===== src/rtl/wave_gen_pkg.sv =====
// Shared types and constants for the period-exact test waveform generator.
package wave_gen_pkg;
    localparam int DATA_WIDTH = 12;
    localparam int AMP_WIDTH  = DATA_WIDTH - 1;
    localparam int DIVD_WIDTH = DATA_WIDTH + 1;

    localparam logic WAVE_SQUARE = 1'b0;
    localparam logic WAVE_TRI    = 1'b1;
    localparam logic [DATA_WIDTH-1:0] MIN_PERIOD = 4;

    typedef enum logic [1:0] {IDLE, DIV, RUN} state_e;

    // quo/rem are the per-sample triangle slope (4A)/P split into integer and fractional parts
    typedef struct packed {
        logic [DATA_WIDTH-1:0] period;
        logic [AMP_WIDTH-1:0]  amp;
        logic                  wave;
        logic [DIVD_WIDTH-1:0] quo;
        logic [DATA_WIDTH-1:0] rem;
    } cfg_t;

    function automatic logic [DATA_WIDTH-1:0] clamp_period(input logic [DATA_WIDTH-1:0] p);
        return (p < MIN_PERIOD) ? MIN_PERIOD : p;
    endfunction
endpackage


===== src/rtl/period_wave_gen_if.sv =====
// Configuration handshake, run control and sample output of the waveform generator.
interface period_wave_gen_if;
    import wave_gen_pkg::*;

    logic                  enable;
    logic                  cfg_valid;
    logic                  cfg_ready;
    logic [DATA_WIDTH-1:0] cfg_period;
    logic [AMP_WIDTH-1:0]  cfg_amp;
    logic                  cfg_wave;
    logic [DATA_WIDTH-1:0] data_out;
    logic                  sync;
    logic                  running;

    modport master (
        output enable, cfg_valid, cfg_period, cfg_amp, cfg_wave,
        input  cfg_ready, data_out, sync, running
    );

    modport slave (
        input  enable, cfg_valid, cfg_period, cfg_amp, cfg_wave,
        output cfg_ready, data_out, sync, running
    );
endinterface


===== src/rtl/seq_divider.sv =====
// Restoring unsigned divider, one quotient bit per cycle; done pulses DVD_W+1 cycles after start.
// start is ignored while busy; rst aborts a divide in progress.
module seq_divider #(
    parameter int DVD_W = 13,
    parameter int DVS_W = 12
) (
    input  logic             clk,
    input  logic             rst,
    input  logic             start_i,
    input  logic [DVD_W-1:0] dividend_i,
    input  logic [DVS_W-1:0] divisor_i,
    output logic             busy_o,
    output logic             done_o,
    output logic [DVD_W-1:0] quo_o,
    output logic [DVS_W-1:0] rem_o
);
    localparam int CNT_W = $clog2(DVD_W + 1);

    logic [DVS_W-1:0] rem_q, dvs_q;
    logic [DVD_W-1:0] quo_q;
    logic [CNT_W-1:0] cnt_q;
    logic             busy_q, done_q;
    logic [DVS_W:0]   trial, diff;
    logic             fits;

    // remainder stays below the divisor, so a clear borrow bit means the trial subtraction fits
    always_comb begin
        trial = {rem_q, quo_q[DVD_W-1]};
        diff  = trial - {1'b0, dvs_q};
        fits  = !diff[DVS_W];
    end

    always_ff @(posedge clk) begin
        if (rst) begin
            rem_q  <= '0;
            dvs_q  <= '0;
            quo_q  <= '0;
            cnt_q  <= '0;
            busy_q <= 1'b0;
            done_q <= 1'b0;
        end else begin
            done_q <= 1'b0;
            if (start_i && !busy_q) begin
                busy_q <= 1'b1;
                cnt_q  <= CNT_W'(DVD_W);
                quo_q  <= dividend_i;
                rem_q  <= '0;
                dvs_q  <= divisor_i;
            end else if (busy_q) begin
                rem_q <= fits ? diff[DVS_W-1:0] : trial[DVS_W-1:0];
                quo_q <= {quo_q[DVD_W-2:0], fits};
                cnt_q <= cnt_q - CNT_W'(1);
                if (cnt_q == CNT_W'(1)) begin
                    busy_q <= 1'b0;
                    done_q <= 1'b1;
                end
            end
        end
    end

    assign busy_o = busy_q;
    assign done_o = done_q;
    assign quo_o  = quo_q;
    assign rem_o  = rem_q;
endmodule


===== src/rtl/period_wave_gen.sv =====
// Square/triangle test waveform with an exact period in samples; one registered sample per clock.
// cfg_ready stays low from an accepted word until it becomes the active config.
module period_wave_gen
    import wave_gen_pkg::*;
(
    input  logic             adc_clk,
    input  logic             rst,
    period_wave_gen_if.slave bus
);
    localparam logic [DATA_WIDTH-1:0] PH_ONE = 1;

    state_e                       state_q;
    cfg_t                         act_q, pend_q, div_cfg, scfg;
    logic                         act_vld_q, pend_vld_q, pend_done_q;
    logic [DATA_WIDTH-1:0]        ph_q, sph, half, amp_pos;
    logic [DATA_WIDTH:0]          err_q, err_sum, smp_err;
    logic [DATA_WIDTH-1:0]        data_q, smp_data;
    logic                         sync_q, transfer, wrap, carry;
    logic signed [DATA_WIDTH+1:0] acc, amp_lim, step;
    logic                         div_busy, div_done;
    logic [DIVD_WIDTH-1:0]        div_quo;
    logic [DATA_WIDTH-1:0]        div_rem;

    assign transfer      = bus.cfg_valid && bus.cfg_ready;
    assign bus.cfg_ready = !pend_vld_q && !div_busy;
    assign bus.data_out  = data_q;
    assign bus.sync      = sync_q;
    assign bus.running   = (state_q == RUN);

    seq_divider #(.DVD_W(DIVD_WIDTH), .DVS_W(DATA_WIDTH)) u_div (
        .clk        (adc_clk),
        .rst        (rst),
        .start_i    (transfer),
        .dividend_i ({bus.cfg_amp, 2'b00}),
        .divisor_i  (clamp_period(bus.cfg_period)),
        .busy_o     (div_busy),
        .done_o     (div_done),
        .quo_o      (div_quo),
        .rem_o      (div_rem)
    );

    // Select the config and phase of the next sample; a finished pending word takes over only at a wrap.
    always_comb begin
        div_cfg     = pend_q;
        div_cfg.quo = div_quo;
        div_cfg.rem = div_rem;
        wrap        = (ph_q == act_q.period - PH_ONE);
        scfg        = act_q;
        sph         = '0;
        if (state_q == DIV)                     scfg = div_cfg;
        else if (state_q == RUN && !wrap)       sph  = ph_q + PH_ONE;
        else if (state_q == RUN && pend_done_q) scfg = pend_q;
    end

    always_comb begin
        half     = scfg.period >> 1;
        amp_pos  = {1'b0, scfg.amp};
        amp_lim  = $signed({3'b000, scfg.amp});
        err_sum  = err_q + {1'b0, scfg.rem};
        carry    = (err_sum >= {1'b0, scfg.period});
        step     = $signed({1'b0, scfg.quo}) + $signed({{(DATA_WIDTH+1){1'b0}}, carry});
        acc      = $signed({{2{data_q[DATA_WIDTH-1]}}, data_q});
        acc      = (sph <= half) ? acc + step : acc - step;
        if (acc > amp_lim)       acc = amp_lim;
        else if (acc < -amp_lim) acc = -amp_lim;
        smp_err  = carry ? err_sum - {1'b0, scfg.period} : err_sum;
        smp_data = acc[DATA_WIDTH-1:0];
        if (sph == '0) begin
            smp_err  = '0;
            smp_data = (scfg.wave == WAVE_TRI) ? -amp_pos : amp_pos;
        end else if (scfg.wave == WAVE_SQUARE) begin
            smp_data = (sph < half) ? amp_pos : -amp_pos;
        end
    end

    always_ff @(posedge adc_clk) begin
        if (rst) begin
            state_q     <= IDLE;
            act_q       <= '0;
            pend_q      <= '0;
            act_vld_q   <= 1'b0;
            pend_vld_q  <= 1'b0;
            pend_done_q <= 1'b0;
            ph_q        <= '0;
            err_q       <= '0;
            data_q      <= '0;
            sync_q      <= 1'b0;
        end else begin
            sync_q <= 1'b0;
            if (transfer) begin
                pend_q.period <= clamp_period(bus.cfg_period);
                pend_q.amp    <= bus.cfg_amp;
                pend_q.wave   <= bus.cfg_wave;
                pend_vld_q    <= 1'b1;
            end
            if (div_done) begin
                pend_q.quo  <= div_quo;
                pend_q.rem  <= div_rem;
                pend_done_q <= 1'b1;
            end
            case (state_q)
                IDLE: begin
                    data_q <= '0;
                    if (transfer) begin
                        state_q <= DIV;
                    end else if (pend_done_q) begin
                        // a divide that finished after enable dropped: nothing is playing, adopt it now
                        act_q       <= pend_q;
                        act_vld_q   <= 1'b1;
                        pend_vld_q  <= 1'b0;
                        pend_done_q <= 1'b0;
                    end else if (bus.enable && act_vld_q) begin
                        state_q <= RUN;
                        ph_q    <= sph;
                        err_q   <= smp_err;
                        data_q  <= smp_data;
                        sync_q  <= 1'b1;
                    end
                end
                DIV: begin
                    if (!bus.enable) begin
                        state_q <= IDLE;
                    end else if (div_done) begin
                        state_q     <= RUN;
                        act_q       <= div_cfg;
                        act_vld_q   <= 1'b1;
                        pend_vld_q  <= 1'b0;
                        pend_done_q <= 1'b0;
                        ph_q        <= sph;
                        err_q       <= smp_err;
                        data_q      <= smp_data;
                        sync_q      <= 1'b1;
                    end
                end
                RUN: begin
                    if (!bus.enable) begin
                        state_q <= IDLE;
                        data_q  <= '0;
                    end else begin
                        ph_q   <= sph;
                        err_q  <= smp_err;
                        data_q <= smp_data;
                        sync_q <= (sph == '0);
                        if (wrap && pend_done_q) begin
                            act_q       <= pend_q;
                            pend_vld_q  <= 1'b0;
                            pend_done_q <= 1'b0;
                        end
                    end
                end
                default: state_q <= IDLE;
            endcase
        end
    end
endmodule


===== src/flat_wrapper.sv =====
// flat-port wrapper written by rule: the top's interface ports become plain ports
module period_wave_gen_flat import wave_gen_pkg::*;
  (adc_clk, rst, bus_enable, bus_cfg_valid, bus_cfg_period, bus_cfg_amp, bus_cfg_wave, bus_cfg_ready, bus_data_out, bus_sync, bus_running);
  period_wave_gen_if bus_i ();
  input  logic adc_clk;
  input  logic rst;
  input wire logic [$bits(bus_i.enable)-1:0] bus_enable;
  input wire logic [$bits(bus_i.cfg_valid)-1:0] bus_cfg_valid;
  input wire logic [$bits(bus_i.cfg_period)-1:0] bus_cfg_period;
  input wire logic [$bits(bus_i.cfg_amp)-1:0] bus_cfg_amp;
  input wire logic [$bits(bus_i.cfg_wave)-1:0] bus_cfg_wave;
  output wire logic [$bits(bus_i.cfg_ready)-1:0] bus_cfg_ready;
  output wire logic [$bits(bus_i.data_out)-1:0] bus_data_out;
  output wire logic [$bits(bus_i.sync)-1:0] bus_sync;
  output wire logic [$bits(bus_i.running)-1:0] bus_running;
  assign bus_i.enable = bus_enable;
  assign bus_i.cfg_valid = bus_cfg_valid;
  assign bus_i.cfg_period = bus_cfg_period;
  assign bus_i.cfg_amp = bus_cfg_amp;
  assign bus_i.cfg_wave = bus_cfg_wave;
  assign bus_cfg_ready = bus_i.cfg_ready;
  assign bus_data_out = bus_i.data_out;
  assign bus_sync = bus_i.sync;
  assign bus_running = bus_i.running;
  period_wave_gen u_core (.adc_clk(adc_clk), .rst(rst), .bus(bus_i));
endmodule

===== config.mk =====
export PLATFORM = sky130hd
export DESIGN_NAME = period_wave_gen_flat
export DESIGN_NICKNAME = d
export VERILOG_FILES = /design/src/rtl/wave_gen_pkg.sv /design/src/rtl/period_wave_gen_if.sv /design/src/rtl/seq_divider.sv /design/src/rtl/period_wave_gen.sv /design/src/flat_wrapper.sv
export SDC_FILE = /design/constraint.sdc
export NUM_CORES = 1
export LEC_CHECK = 0
export BUFFER_PORTS_ARGS = -buffer_cell sky130_fd_sc_hd__clkbuf_2
export CAP_MARGIN = 40
export CORE_MARGIN = 2
export CORE_UTILIZATION = 44
export DETAILED_ROUTE_END_ITERATION = 8
export MAX_ROUTING_LAYER = met4
export PLACE_DENSITY = 0.74
export SYNTH_ARGS = -nofsm -noshare
export SYNTH_HDL_FRONTEND = slang
export SYNTH_SLANG_ARGS = --single-unit

===== constraint.sdc =====
create_clock -name adc_clk -period 12.8 [get_ports adc_clk]
set_input_delay 1.28 -clock adc_clk [delete_from_list [all_inputs] [get_ports adc_clk]]
set_output_delay 1.28 -clock adc_clk [all_outputs]
set_load 0.005 [all_outputs]

* Word level (Yosys, flattened, before mapping)
Cells that the tools add are included.
** Cells by class
- Shifts and indexed selects :: 0
- $add $sub $neg :: 11
- $mul :: 0
- Reduce and logical (&&, ||, !) cells :: 23
- Magnitude comparators :: 6
- Divide/modulo/power cells :: 0
- Mux-type cells :: 87
- Bitwise operators :: 1
- Equal/unequal tests :: 16
** Operators with widths (count)
- 2-to-1 mux 49 bit :: 9
- 2-to-1 mux 12 bit :: 22
- one-hot mux 49 bit (3 select lines) :: 1
- 2-to-1 mux 13 bit :: 10
- one-hot mux 12 bit (3 select lines) :: 2
- one-hot mux 13 bit (3 select lines) :: 1
- 2-to-1 mux 1 bit :: 28
- subtractor 13 x 12 -> 13 bit :: 2
- adder 12 x 14 -> 14 bit :: 1
- adder 13 x 1 -> 14 bit :: 1
- greater-than comparator 14 x 12 -> 1 bit :: 1
- less-than comparator 14 bit :: 1
- 2-to-1 mux 14 bit :: 1
- negator 11 -> 14 bit :: 1
- AND reduction 7 bit :: 2
- subtractor 12 x 14 -> 14 bit :: 1
- adder 13 x 12 -> 13 bit :: 1
- greater-or-equal comparator 13 x 12 -> 1 bit :: 1
- adder 12 x 1 -> 12 bit (second input constant) :: 1
- == test 12 bit :: 1
- <= comparator 12 x 11 -> 1 bit :: 1
- zero test 12 bit :: 1
- less-than comparator 12 x 11 -> 1 bit :: 1
- less-than comparator 12 x 3 -> 1 bit (second input constant) :: 1
- 26 further kinds :: 52
** Word-level totals
- Bits in writable memories :: 0
- Flip-flop bits (word level) :: 184
- Output and inout bits :: 15
- Latch bits :: 0
- Memory bits (read-only) :: 0
- Memories :: 0

* Longest topological paths before layout
Gate-level depths: netlist of the first run.
- Depth in word-level cells :: 20
- Gate-level depth with buffers :: 64
- Mapped depth without buffers :: 58

* Hierarchy
A second synthesis of the first run with hierarchy kept.
** Unflattened totals
- Cell total of the unflattened synthesis :: 1794
- Area, all modules :: 13802.0 µm²
** By module, submodules not included
- period_wave_gen :: seq. area each 2822.7 µm², instances 1, cells an instance 1464, area an instance 11162.0 µm²
- seq_divider :: seq. area each 860.8 µm², instances 1, cells an instance 330, area an instance 2640.0 µm²

* Least setup slack after synthesis of the first run
No wires, ideal clock.
- Path kind :: register to register
- Start :: reg u_core.act_q[37] in the netlist's numbering
- End :: reg u_core.data_q[5], in the netlist u_core.bus.data_out[5]
- Cell stages (with the launch flop) :: 60
- Path slack :: 0.278 ns
- Period minus slack after synthesis :: 12.522 ns
- Arrival time :: 12.404 ns
- Data required time :: 12.683 ns
- Path through :: dfxtp_1 > inv_1 > ha_1 > xor2_1 > a21oi_1 > a41oi_1 > or4_4 > nor4_4 > buf_2 > buf_1 > mux2i_1 > o21ai_0 > ha_1 > fa_1 > ha_1 > nor2b_1 > o21ai_0 > a21boi_0 > (+24 left out) > o31a_1 > o21ai_0 > nand2b_1 > a21oi_1 > xnor2_1 > xnor2_1 > a211o_1 > and2_1 > ha_1 > nand2_1 > a221oi_1 > nor2_1 > o21ai_1 > buf_4 > buf_2 > mux2i_1 > nand3b_1 > a32o_1
** On the way
- Cells in the longest elaborated chain, start to end :: 20
- Elaborated cells between the ends (all ways) :: 35
- Those cells by class :: add/sub (7); order compare (5); eq/ne (1); mux (19); reduce/logical (3)
** RTL lines
- start, declared :: line period_wave_gen.sv:13 : cfg_t act_q, pend_q, div_cfg, scfg;
- start signal, assigned :: line period_wave_gen.sv:108 : act_q <= pend_q;
- start signal, assigned :: line period_wave_gen.sv:125 : act_q <= div_cfg;
- start signal, assigned :: line period_wave_gen.sv:145 : act_q <= pend_q;
- subtractor 12 x 1 -> 12 bit :: line period_wave_gen.sv:47 : wrap = (ph_q == act_q.period - PH_ONE);
- == test 12 bit :: line period_wave_gen.sv:47
- zero test 1 bit :: line period_wave_gen.sv:51 : else if (state_q == RUN && !wrap) sph = ph_q + PH_ONE;
- logical AND 1 bit :: line period_wave_gen.sv:51
- 2-to-1 mux 49 bit :: line period_wave_gen.sv:51
- 2-to-1 mux 49 bit :: line period_wave_gen.sv:50 : if (state_q == DIV) scfg = div_cfg;
- adder 13 x 12 -> 13 bit :: line period_wave_gen.sv:59 : err_sum = err_q + {1'b0, scfg.rem};
- greater-or-equal comparator 13 x 12 -> 1 bit :: line period_wave_gen.sv:60 : carry = (err_sum >= {1'b0, scfg.period});
- (+4 left out)
- 2-to-1 mux 12 bit :: line period_wave_gen.sv:65 : else if (acc < -amp_lim) acc = -amp_lim;
- 2-to-1 mux 12 bit :: line period_wave_gen.sv:64 : if (acc > amp_lim) acc = amp_lim;
- 2-to-1 mux 12 bit :: line period_wave_gen.sv:71 : end else if (scfg.wave == WAVE_SQUARE) begin
- 2-to-1 mux 12 bit * :: line period_wave_gen.sv:68 : if (sph == '0) begin
- 2-to-1 mux 12 bit :: line period_wave_gen.sv:112 : end else if (bus.enable && act_vld_q) begin
- 2-to-1 mux 12 bit :: line period_wave_gen.sv:106 : end else if (pend_done_q) begin
- 2-to-1 mux 12 bit :: line period_wave_gen.sv:104 : if (transfer) begin
- one-hot mux 12 bit (3 select lines) * :: line period_wave_gen.sv:101 : case (state_q)
- end signal, assigned :: line period_wave_gen.sv:116 : data_q <= smp_data;
- end signal, assigned :: line period_wave_gen.sv:131 : data_q <= smp_data;
- end signal, assigned :: line period_wave_gen.sv:142 : data_q <= smp_data;
- end, declared :: line period_wave_gen.sv:17 : logic [DATA_WIDTH-1:0] data_q, smp_data;
Every way passes the cells marked *; elsewhere a longest branch is shown, timed or not. The select of a mux whose other input is x is not followed.
A chain may end at the register's enable or synchronous reset.

* Worst setup path in the final report of the first run
- Start :: reg u_core.act_q[38] in the netlist's numbering
- End :: reg u_core.data_q[11], in the netlist u_core.bus.data_out[11]
The elaborated chain is that of the path after synthesis.

==> results of run 1 <==
critical path: cells and delay by family, from the launching register on:
| kind | cells | cell delay [ps] |
|---|---|---|
| multiplexers | 2 | 330 |
| adder cells (fa/ha/maj) | 8 | 2770 |
| AO/OA/AOI/OAI | 26 | 5360 |
| buffers and inverters | 5 | 630 |
| AND/OR/NAND/NOR | 8 | 1890 |
| flip-flops | 1 | 360 |
| XOR/XNOR | 2 | 320 |
logic make-up (layout without fill, tap and decap cells):
group                      count (synthesis)  after routing  synth area share
adders and majority gates                 99             99           0.09699
DFF                                      184            184            0.2822
xor gates and xnor gates                  95             95           0.06373
muxes                                     97             97           0.07514
and+or+nand+nor                          622            622            0.2151
buffers and inverters                    161            169           0.04792
AOI/OAI and AO/OA                        450            450            0.2190
how the worst max path moves through the flow:
stage / start / endpoint / slack (ps) / depth (start not counted)
after global placement: u_core.act_q[37]$_SDFFE_PP0P_ / u_core.bus.data_out[2]$_SDFFE_PP0P_ / 1110 / 52
after CTS: u_core.act_q[37]$_SDFFE_PP0P_ / u_core.bus.data_out[2]$_SDFFE_PP0P_ / 620 / 52
after global routing: u_core.act_q[38]$_SDFFE_PP0P_ / u_core.bus.data_out[7]$_SDFFE_PP0P_ / -20 / 55
final: u_core.act_q[38]$_SDFFE_PP0P_ / u_core.bus.data_out[11]$_SDFFE_PP0P_ / 1020 / 51
after floorplan: u_core.act_q[37]$_SDFFE_PP0P_ / u_core.bus.data_out[5]$_SDFFE_PP0P_ / 280 / 59
after detailed placement: u_core.act_q[37]$_SDFFE_PP0P_ / u_core.bus.data_out[2]$_SDFFE_PP0P_ / 670 / 52
sequential cells by signal (all words and copies together) (netlist names):
register and flops:
u_core.u_div.busy_o 1, u_core.pend_q 25, u_core.u_div.rem_o 12, u_core.u_div.done_o 1
u_core.bus.sync 1, u_core.u_div.dvs_q 12, u_core.act_q 49, u_core.pend_vld_q 1
u_core.state_q 2, u_core.err_q 13, u_core.u_div.cnt_q 4, u_core.ph_q 12
u_core.div_cfg 24, u_core.pend_done_q 1, u_core.act_vld_q 1, u_core.bus.data_out 12
u_core.u_div.quo_o 13
layer usage:
metal	global-route usage	vias up	wire [um]
met5	-	-	0
met4	0.1219	0	1780
met3	0.02950	97	1830
met2	0.3961	428	17440
met1	0.3066	5897	16010
li1	-	6043	-
through the flow:
| step | hold WS (ps) | util | setup WS (ps) | TNS, ps |
|---|---|---|---|---|
| after floorplan | 431.5 | - | 278.3 | 0 |
| final | 459.1 | 0.4874 | 1017 | 0 |
| after global routing | 488.8 | 0.4874 | -16.00 | -16.00 |
| after detailed placement | 450.8 | 0.4634 | 667.1 | 0 |
| after global placement | 438.1 | 0.4620 | 1114 | 0 |
| after CTS | 462.4 | 0.4852 | 618.9 | 0 |
Yosys cell counts, drive strengths merged, types with 11 or more instances:
library cell | n | area (um^2)
nor3 | 35 | 186.4
a21oi | 158 | 802.0
nand3 | 17 | 85.08
xor2 | 27 | 236.5
inv | 66 | 247.7
nand2 | 258 | 973.4
or4 | 11 | 93.84
mux2i | 92 | 924.6
dfxtp | 184 | 3684
a31oi | 24 | 150.1
and2 | 15 | 93.84
o211ai | 12 | 90.09
nand4 | 13 | 81.33
a21o | 20 | 150.1
a311oi | 18 | 157.7
xnor2 | 68 | 595.6
clkbuf | 74 | 277.8
a211oi | 31 | 237.7
a21boi | 11 | 82.58
buf | 21 | 100.1
ha | 94 | 1176
nand2b | 13 | 81.33
nor2 | 188 | 708.2
nor2b | 17 | 106.4
o21ai | 88 | 444.2
repair_timing:
action,in CTS,in global routing
buffers inserted,0,1
hold buffers,0,0
gates resized for setup,0,16
setup endpoints to repair,0,12
final cells by class:
cell class | count | share of cell area
multi-input cells | 1363 | 0.6155
flip-flops and latches | 184 | 0.2571
well taps | 390 | 0.03405
repair buffers | 71 | 0.03135
clock buffers | 17 | 0.02969
inverters | 66 | 0.01729
clock inverters | 15 | 0.01502
==> impl_results.md, run 1 <==
- Status: completed
- CTS tree: built
- Fillcell total: 2,836
- Via count: 12,470
- FF-to-FF path depth: 51
- Synth unique cells: 74
- Initial core utilization: 0.4440
- Asr flop ratio synth: 0
- Worst Skew: 21.75 ps
- HP Start: u_core.u_div.dvs_q[3]$_SDFFE_PP0P_
- Min Tclk post-route: 11,780 ps
- Top FF cell, synth: dfxtp_1
- Routability cong.: 0.9539
- Root buffer cell: clkbuf_16
- Die Area: 0.03106 mm^2
- Reg-to-Reg Start: u_core.act_q[38]$_SDFFE_PP0P_
- Final Hold Vio Count: 0
- Final Non-Filler Cells: 2,106
- Largest net degree at the start of global routing: 68
- Max frequency: 84.87 MHz
- NumNets Final: 1,829
- Hold crit path type: reg2reg
- Area of the multi-input gates: 0.008820 mm^2
- Wirelength per Cell: 17.60 um
- Die Y-Extent: 176.3 um
- Initial antenna violation count: 0
- Largest buffer count on any clock path: 2
- Worst-Skew Late Latency: 450 ps
- Syn nets: 1,834
- IO Pins: 43
- DP HPWL: 27.43 mm
- Slew headroom: 0.2463
- # port buffers: 42
- Ys Warns: 0
- Rows: 63
- Gr usage total: 0.2463
- Syn avg cell area: 7.643 um^2
- Vias per Instance: 5.919
- Drc violations: 0
- Final Cycle Share: 0.9205
- Most frequent CP cell: ha_1
- Critical Path Sink Type: flip-flop
- Final ANT Viol Nets: 0
- Hold Crit Depth: 2
- Most common cell after layout, fill and taps aside: nand2_1
- Hold EP: u_core.u_div.dvs_q[3]$_SDFFE_PP0P_
- CP max stage delay: 550 ps
- Cell Area, Synth: 0.01306 mm^2
- R2R setup slack: 1020 ps
- Seq cells post-synth: 184
- Slew @ Worst Pin: 1131 ps
- CTS sink cnt: 184
- Clock-pin slew on the worst setup and hold paths: 80 ps
- Antenna diode count: 0
- WL final: 37.06 mm
- DRT iter0 DRCs: 1,076
- Area Growth Syn to Fin: 9.766%
- MaxCap Viol Count: 0
- Register area: 0.003685 mm^2
- TritonCTS buffer count: 17
- CP arrival: 12,120 ps
- Cell area after placement: 0.01362 mm^2
- H-Tree Depth: 4
- TritonRoute pass-1 iters: 6
- Most frequent cells in the layout: nand2_1 (256), nor2_1 (186), dfxtp_1 (183)
- Critical path class: reg2reg
- Design Area, Final: 0.01433 mm^2
- # setup viols final: 0
- Gr ovfl total: 0
- Post-synthesis sequential area ratio: 0.2822
- Fin. max-slew vios: 0
- Vias in the first global route: 11,460
- Post-synth EDFFs: 0
- Core Area: 0.02940 mm^2
- Placed Cells incl. Taps: 2,073
- Die W: 176.3 um
- Startpoint types: flip-flop
- Crit path max fanout: 7
- Layout cells sized above 1: 0.08450
- CP max-delay cell: fa_1
- Syn Inst Count: 1,708
- Global-route wire length before repair: 59.52 mm
- Required time worst endpoint: 13,140 ps
- FF-to-FF End: u_core.bus.data_out[11]$_SDFFE_PP0P_
Power of run 1 is not shown: default switching activity piles up to over one toggle a cycle in this logic, so the estimate is an artifact.
==> run 2, diff against run 1 <==
Settings changed: RECOVER_POWER set to 25, SYNTH_HIERARCHICAL set to 1.
==> run 2 against run 1 <==
Effect of this change:
- synthesized cell count rose by 5.0%
- the flow now finishes with violations (max-capacitance violations, max-slew violations)
- cell count rose by 3.7%
- core utilization fell by 0.37 points
- sequential cell count unchanged
- highest routed layer unchanged
- maximum frequency down 0.48%
- global-route usage is 0.50 points lower
- critical path depth down 1
- worst hold slack better by 4.8 ps
- area after synthesis increased by 5.7%
==> impl_results.md, run 2 <==
- Status: finished with violations
- Failing checks: max-capacitance violations, max-slew violations
- IO Pins: 43 (unchanged)
- Final Hold Vio Count: 0 (unchanged)
- Rows: 64 (+1.6%)
- MaxCap Viol Count: 2 (+2)
- Via count: 12,920 (+3.7%)
- Initial antenna violation count: 2 (+2)
- Most frequent CP cell: ha_1
- Crit path max fanout: 17 (+10)
- Die Y-Extent: 181.1 um (+2.8%)
- Worst Skew: 13.18 ps (-8.570 ps)
- Area contributors post-synth: dfxtp_1 (27%), ha_1 (8.6%), mux2i_1 (7.0%)
- Layout cells sized above 1: 0.08791 (+0.003407)
- RSZ-0062 raised after global routing: false
- Max reg flops: 49 (unchanged)
- H-Tree Depth: 4 (unchanged)
- Synth unique cells: 94 (+27%)
- # setup viols final: 0 (unchanged)
- Max frequency: 84.46 MHz (-0.48%)
- Min Tclk post-route: 11,840 ps (+57.14 ps)
- Final Cycle Share: 0.9250 (+0.004464)
- Post-synthesis sequential area ratio: 0.2669 (-0.01527)
- Fin. max-slew vios: 154 (+154)
- Cell Area, Synth: 0.01380 mm^2 (+5.7%)
- Ys Warns: 6 (+6)
- Most frequent cell after synthesis: nand2_1
- Die W: 181.1 um (+2.8%)
- Largest net degree at the start of global routing: 87 (+28%)
- # port buffers: 42 (unchanged)
- DRT iter0 DRCs: 1,284 (+19%)
- Global-route wire length before repair: 62.25 mm (+4.6%)
- Required time worst endpoint: 13,180 ps (+40 ps)
- Vias in the first global route: 11,670 (+1.9%)
- Yosys top cell area share: 0.2669 (-0.01527)
- Die Area: 0.03280 mm^2 (+5.6%)
- CP max-delay cell: or4_4
- Most flop-heavy register: u_core/act_q
- Core Area: 0.03075 mm^2 (+4.6%)
- Gr ovfl total: 0 (unchanged)
- TritonCTS buffer count: 17 (unchanged)
- WL final: 38.66 mm (+4.3%)
- Vias per Instance: 5.920 (about the same)
- Slew headroom: -1.624 (-1.870)
- TritonRoute pass-1 iters: 5 (-1)
- CP max stage delay: 610 ps (+60 ps)
- CTS sink cnt: 184 (unchanged)
- Critical path class: reg2reg
- Largest buffer count on any clock path: 2 (unchanged)
- Area leader, netlist: dfxtp_1
- Most frequent cells in the layout: nand2_1 (237), nor2_1 (201), dfxtp_1 (183)
- Final ANT Viol Nets: 0 (unchanged)
- Syn Inst Count: 1,794 (+5.0%)
- Gr usage total: 0.2414 (-0.004972)
- Area Growth Syn to Fin: 7.769%
- Hold crit path type: reg2reg
- CTS tree: built
- Wirelength per Cell: 17.71 um (+0.65%)
- Slew @ Worst Pin: 3936 ps (+2806 ps)
- Clock-pin slew on the worst setup and hold paths: 80 ps (about the same)
- Initial core utilization: 0.4489 (+0.004834)
- CP arrival: 12,220 ps (+100 ps)
- Top FF cell, synth: dfxtp_1
- Syn avg cell area: 7.693 um^2 (+0.65%)
- Asr flop ratio synth: 0 (unchanged)
- Root buffer cell: clkbuf_16
- Worst-Skew Late Latency: 450 ps (about the same)
- Most common cell after layout, fill and taps aside: nand2_1
- Seq cells post-synth: 184 (unchanged)
- Startpoint types: flip-flop
- DP HPWL: 28.87 mm (+5.3%)
- NumNets Final: 1,900 (+3.9%)
- Total negative slack: 0 ps (unchanged)
- Drc violations: 0 (unchanged)
- Routability cong.: 0.9372 (-1.8%)
- Post-synth EDFFs: 0 (unchanged)
- Top post-synthesis cells by count: nand2_1 (237), nor2_1 (201), dfxtp_1 (184), a21oi_1 (162), mux2i_1 (97)
- Critical Path Sink Type: flip-flop
## run 2: changes by cell type in the layout (fill, tap and decap cells not counted), moves of 7 or more
cell,previous run,this run
mux2_2,5,12
a31oi_1,24,14
nand2_1,256,237
a211oi_1,29,21
buf_4,26,18
o21a_1,10,18
nor2b_1,17,32
nor2_1,186,201
o221ai_1,7,0
nor3_1,34,52
## run 2: cell type report
class	count	area, um^2
well taps	396	495.5
clock inverters	13	110.1
clock buffers	19	452.9
inverters	69	259.0
fillers	2975	15880
flip-flops and latches	184	3685
repair buffers	64	392.9
multi-input cells	1437	9477
diodes	1	2.502
## run 2: cell families (layout without fill, tap and decap cells)
logic type               after synthesis  in the layout  synth area share
other                                  1              3         0.0002717
flip-flops                           184            184            0.2669
buffers and inverters                174            165           0.04922
multiplexers                         110            110           0.08113
XOR/XNOR                              89             89           0.05648
AND/OR/NAND/NOR                      676            676            0.2314
adder cells (fa/ha/maj)              101            101           0.09355
AO/OA/AOI/OAI                        459            459            0.2210
## run 2: metal layers
layer,up-vias,global-route usage,share of wire
li1,6367,-,-
met1,6080,0.3291,0.48
met2,406,0.3658,0.44
met3,71,0.03326,0.055
met4,0,0.08423,0.028
met5,-,-,0
## run 2: path summary, 6_finish.rpt
check / end / slack, ps / depth (start not counted) / startpoint
setup / recovery: u_core/bus.data_out[4]$_SDFFE_PP0P_ / 960 / 50 / u_core/act_q[40]$_SDFFE_PP0P_
hold reg to reg: u_core/u_div/dvs_q[9]$_SDFFE_PP0P_ / 460 / 2 / u_core/u_div/dvs_q[9]$_SDFFE_PP0P_
hold / removal: u_core/u_div/dvs_q[9]$_SDFFE_PP0P_ / 460 / 2 / u_core/u_div/dvs_q[9]$_SDFFE_PP0P_
setup reg to reg: u_core/bus.data_out[4]$_SDFFE_PP0P_ / 960 / 50 / u_core/act_q[40]$_SDFFE_PP0P_
## run 2: critical path, delay by kind of cell, from the launching register on
kind	cells	cell delay [ps]
multiplexers	2	440
buffers and inverters	4	700
AO/OA/AOI/OAI	24	4870
flip-flops	1	400
XOR/XNOR	1	300
AND/OR/NAND/NOR	9	1840
adder cells (fa/ha/maj)	10	3220
## run 2: what timing repair did
action / in CTS / in global routing
hold buffers: 0 / 0
setup endpoints to repair: 0 / 11
setup buffers: 0 / 1
resized for setup: 0 / 2
## run 2: per-stage QoR
step / cell area [um^2] / worst slack, ps / hold WS, ps / util / cells
after global routing: 14870 / 7.945 / 481.1 / 0.4837 / 2183
after detailed placement: 14320 / 768.1 / 453.0 / 0.4657 / 2149
final: 14870 / 960.3 / 464.0 / 0.4837 / 2183
after CTS: 14880 / 717.5 / 468.7 / 0.4840 / 2181
after floorplan: 13810 / 975.5 / 431.5 / - / 1795
after global placement: 14240 / 1039 / 441.6 / 0.4632 / 2145
Power of run 2 is left out for the same reason.
==> run 3, diff against run 2 <==
Settings changed: PLACE_DENSITY 0.74 to 0.6.
==> run 3 against run 2 <==
Effect of this change:
- the flow still finishes with violations (max-capacitance violations, max-slew violations)
- via count fell by 1.1%
- cell count rose by 0.23%
- sequential share of layout area fell by 0.073 points
==> impl_results.md, run 3 (synthesis gave the netlist of run 2 again) <==
- Status: finished with violations
- Failing checks: max-capacitance violations, max-slew violations
- Most common cell after layout, fill and taps aside: nand2_1
- CP max-delay cell: or4_4
- Rows: 64 (unchanged)
- Crit path max fanout: 13 (-4)
- Global-route wire length before repair: 64.95 mm (+4.3%)
- Routability cong.: 0.9275 (-1.0%)
- FF-to-FF End: u_core/bus.data_out[1]$_SDFFE_PP0P_
- DRT iter0 DRCs: 1,110 (-14%)
- Worst-Skew Late Latency: 460 ps (about the same)
- Area of the multi-input gates: 0.009472 mm^2 (about the same)
- Clock-pin slew on the worst setup and hold paths: 80 ps (about the same)
- Total negative slack: 0 ps (unchanged)
- Reg-to-Reg Start: u_core/act_q[40]$_SDFFE_PP0P_
- CTS sink cnt: 184 (unchanged)
- CP max stage delay: 620 ps (about the same)
- Gr usage total: 0.2559 (+0.01455)
- Util after Layout: 0.4853 (+0.001587)
- TritonCTS buffer count: 17 (unchanged)
- Initial antenna violation count: 2 (unchanged)
- Die Y-Extent: 181.1 um (unchanged)
- Slew @ Worst Pin: 3198 ps (-738.6 ps)
- Placed Cells incl. Taps: 2,149 (unchanged)
- Wirelength per Cell: 18.48 um (+4.3%)
- Root buffer cell: clkbuf_16
- Most frequent cells in the layout: nand2_1 (237), nor2_1 (201), dfxtp_1 (182)
- Die Area: 0.03280 mm^2 (unchanged)
- # port buffers: 42 (unchanged)
- Final Non-Filler Cells: 2,188 (+0.23%)
- Design Area, Final: 0.01492 mm^2 (+0.33%)
- Die W: 181.1 um (unchanged)
- Max reg flops: 49 (unchanged)
- CP endpoint: u_core/bus.data_out[1]$_SDFFE_PP0P_
- Largest buffer count on any clock path: 2 (unchanged)
- CTS tree: built
- Largest net degree at the start of global routing: 71 (-18%)
- DP HPWL: 30.19 mm (+4.6%)
- HP Start: u_core/u_div/dvs_q[5]$_SDFFE_PP0P_
- Worst Setup SP: u_core/act_q[40]$_SDFFE_PP0P_
- Final Hold Vio Count: 0 (unchanged)
- Area Growth Syn to Fin: 8.123%
- CP arrival: 12,300 ps (+80 ps)
- Vias per Instance: 5.843 (-1.3%)
- Required time worst endpoint: 13,200 ps (+20 ps)
- Core Area: 0.03075 mm^2 (unchanged)
- TritonRoute pass-1 iters: 5 (unchanged)
- Startpoint types: flip-flop
- Layout cells sized above 1: 0.08994 (+0.002038)
- Most flop-heavy register: u_core/act_q
- Critical path class: reg2reg
- Gr ovfl total: 0 (unchanged)
- Max frequency: 84.09 MHz (-0.44%)
- Min Tclk post-route: 11,890 ps (+51.97 ps)
- Cell area after placement: 0.01429 mm^2 (-0.21%)
- WL final: 40.43 mm (+4.6%)
- H-Tree Depth: 4 (unchanged)
- MaxCap Viol Count: 3 (+1)
- Initial core utilization: 0.4489 (unchanged)
- Critical Path Sink Type: flip-flop
- Slew headroom: -1.132 (+0.4924)
- R2R setup slack: 910 ps (-50 ps)
- Vias in the first global route: 11,580 (-0.80%)
- Drc violations: 0 (unchanged)
- Hold-fix buffers at CTS: 0 (unchanged)
- NumNets Final: 1,904 (+0.21%)
- IO Pins: 43 (unchanged)
- Fillcell total: 3,122 (+4.9%)
- Via count: 12,780 (-1.1%)
- Final Cycle Share: 0.9290 (+0.004060)
- Final ANT Viol Nets: 0 (unchanged)
- Worst Skew: 14.26 ps (+1.085 ps)
- Register area: 0.003686 mm^2 (about the same)
- Fin. max-slew vios: 160 (+3.9%)
- FF-to-FF path depth: 49 (-2.0%)
- Hold crit path type: reg2reg
- # setup viols final: 0 (unchanged)
## run 3: stage by stage
stage	setup WS (ps)	hold slack, ps
final	908.4	464.5
after global routing	-22.67	484.9
after CTS	728.8	463.6
after detailed placement	760.6	449.9
after global placement	1203	442.5
after floorplan	975.5	431.5
## run 3: layout make-up
class                           instances  area share
Sequential cell                       184      0.2470
Clock inverter                         13    0.008971
Tap cell                              396     0.03320
Clock buffer                           19     0.02968
Inverter                               69     0.01736
Multi-Input combinational cell       1437      0.6347
Antenna cell                            2   0.0003354
Timing Repair Buffer                   68     0.02876
## run 3: metal layers
layer,up-vias,share of wire,global-route usage
li1,6379,-,-
met1,6008,0.49,0.3619
met2,354,0.43,0.3706
met3,43,0.063,0.05160
met4,0,0.017,0.06537
met5,-,0,-
## run 3: timing repair
item | 4_1_cts | 5_1_grt
setup endpoints to repair | 0 | 11
resized for setup | 0 | 2
setup buffers | 0 | 5
## run 3: worst min-delay path by stage
stage	to	cells past startpoint
floorplan	u_core/err_q[0]$_SDFFE_PP0P_	2
global placement	u_core/u_div/dvs_q[5]$_SDFFE_PP0P_	2
detailed placement	u_core/err_q[3]$_SDFFE_PP0P_	2
CTS	u_core/u_div/dvs_q[5]$_SDFFE_PP0P_	2
global route	u_core/u_div/dvs_q[8]$_SDFFE_PP0P_	2
finish	u_core/u_div/dvs_q[5]$_SDFFE_PP0P_	2
## run 3: critical path, delay by kind of cell (launching register included)
kind	cells	cell delay, ps
xor+xnor	1	250
buf+inv	5	670
simple gates	8	1860
flops	1	390
fa+ha+maj	9	2950
compound gates	24	5320
mux	2	420
Power of run 3 is left out for the same reason.
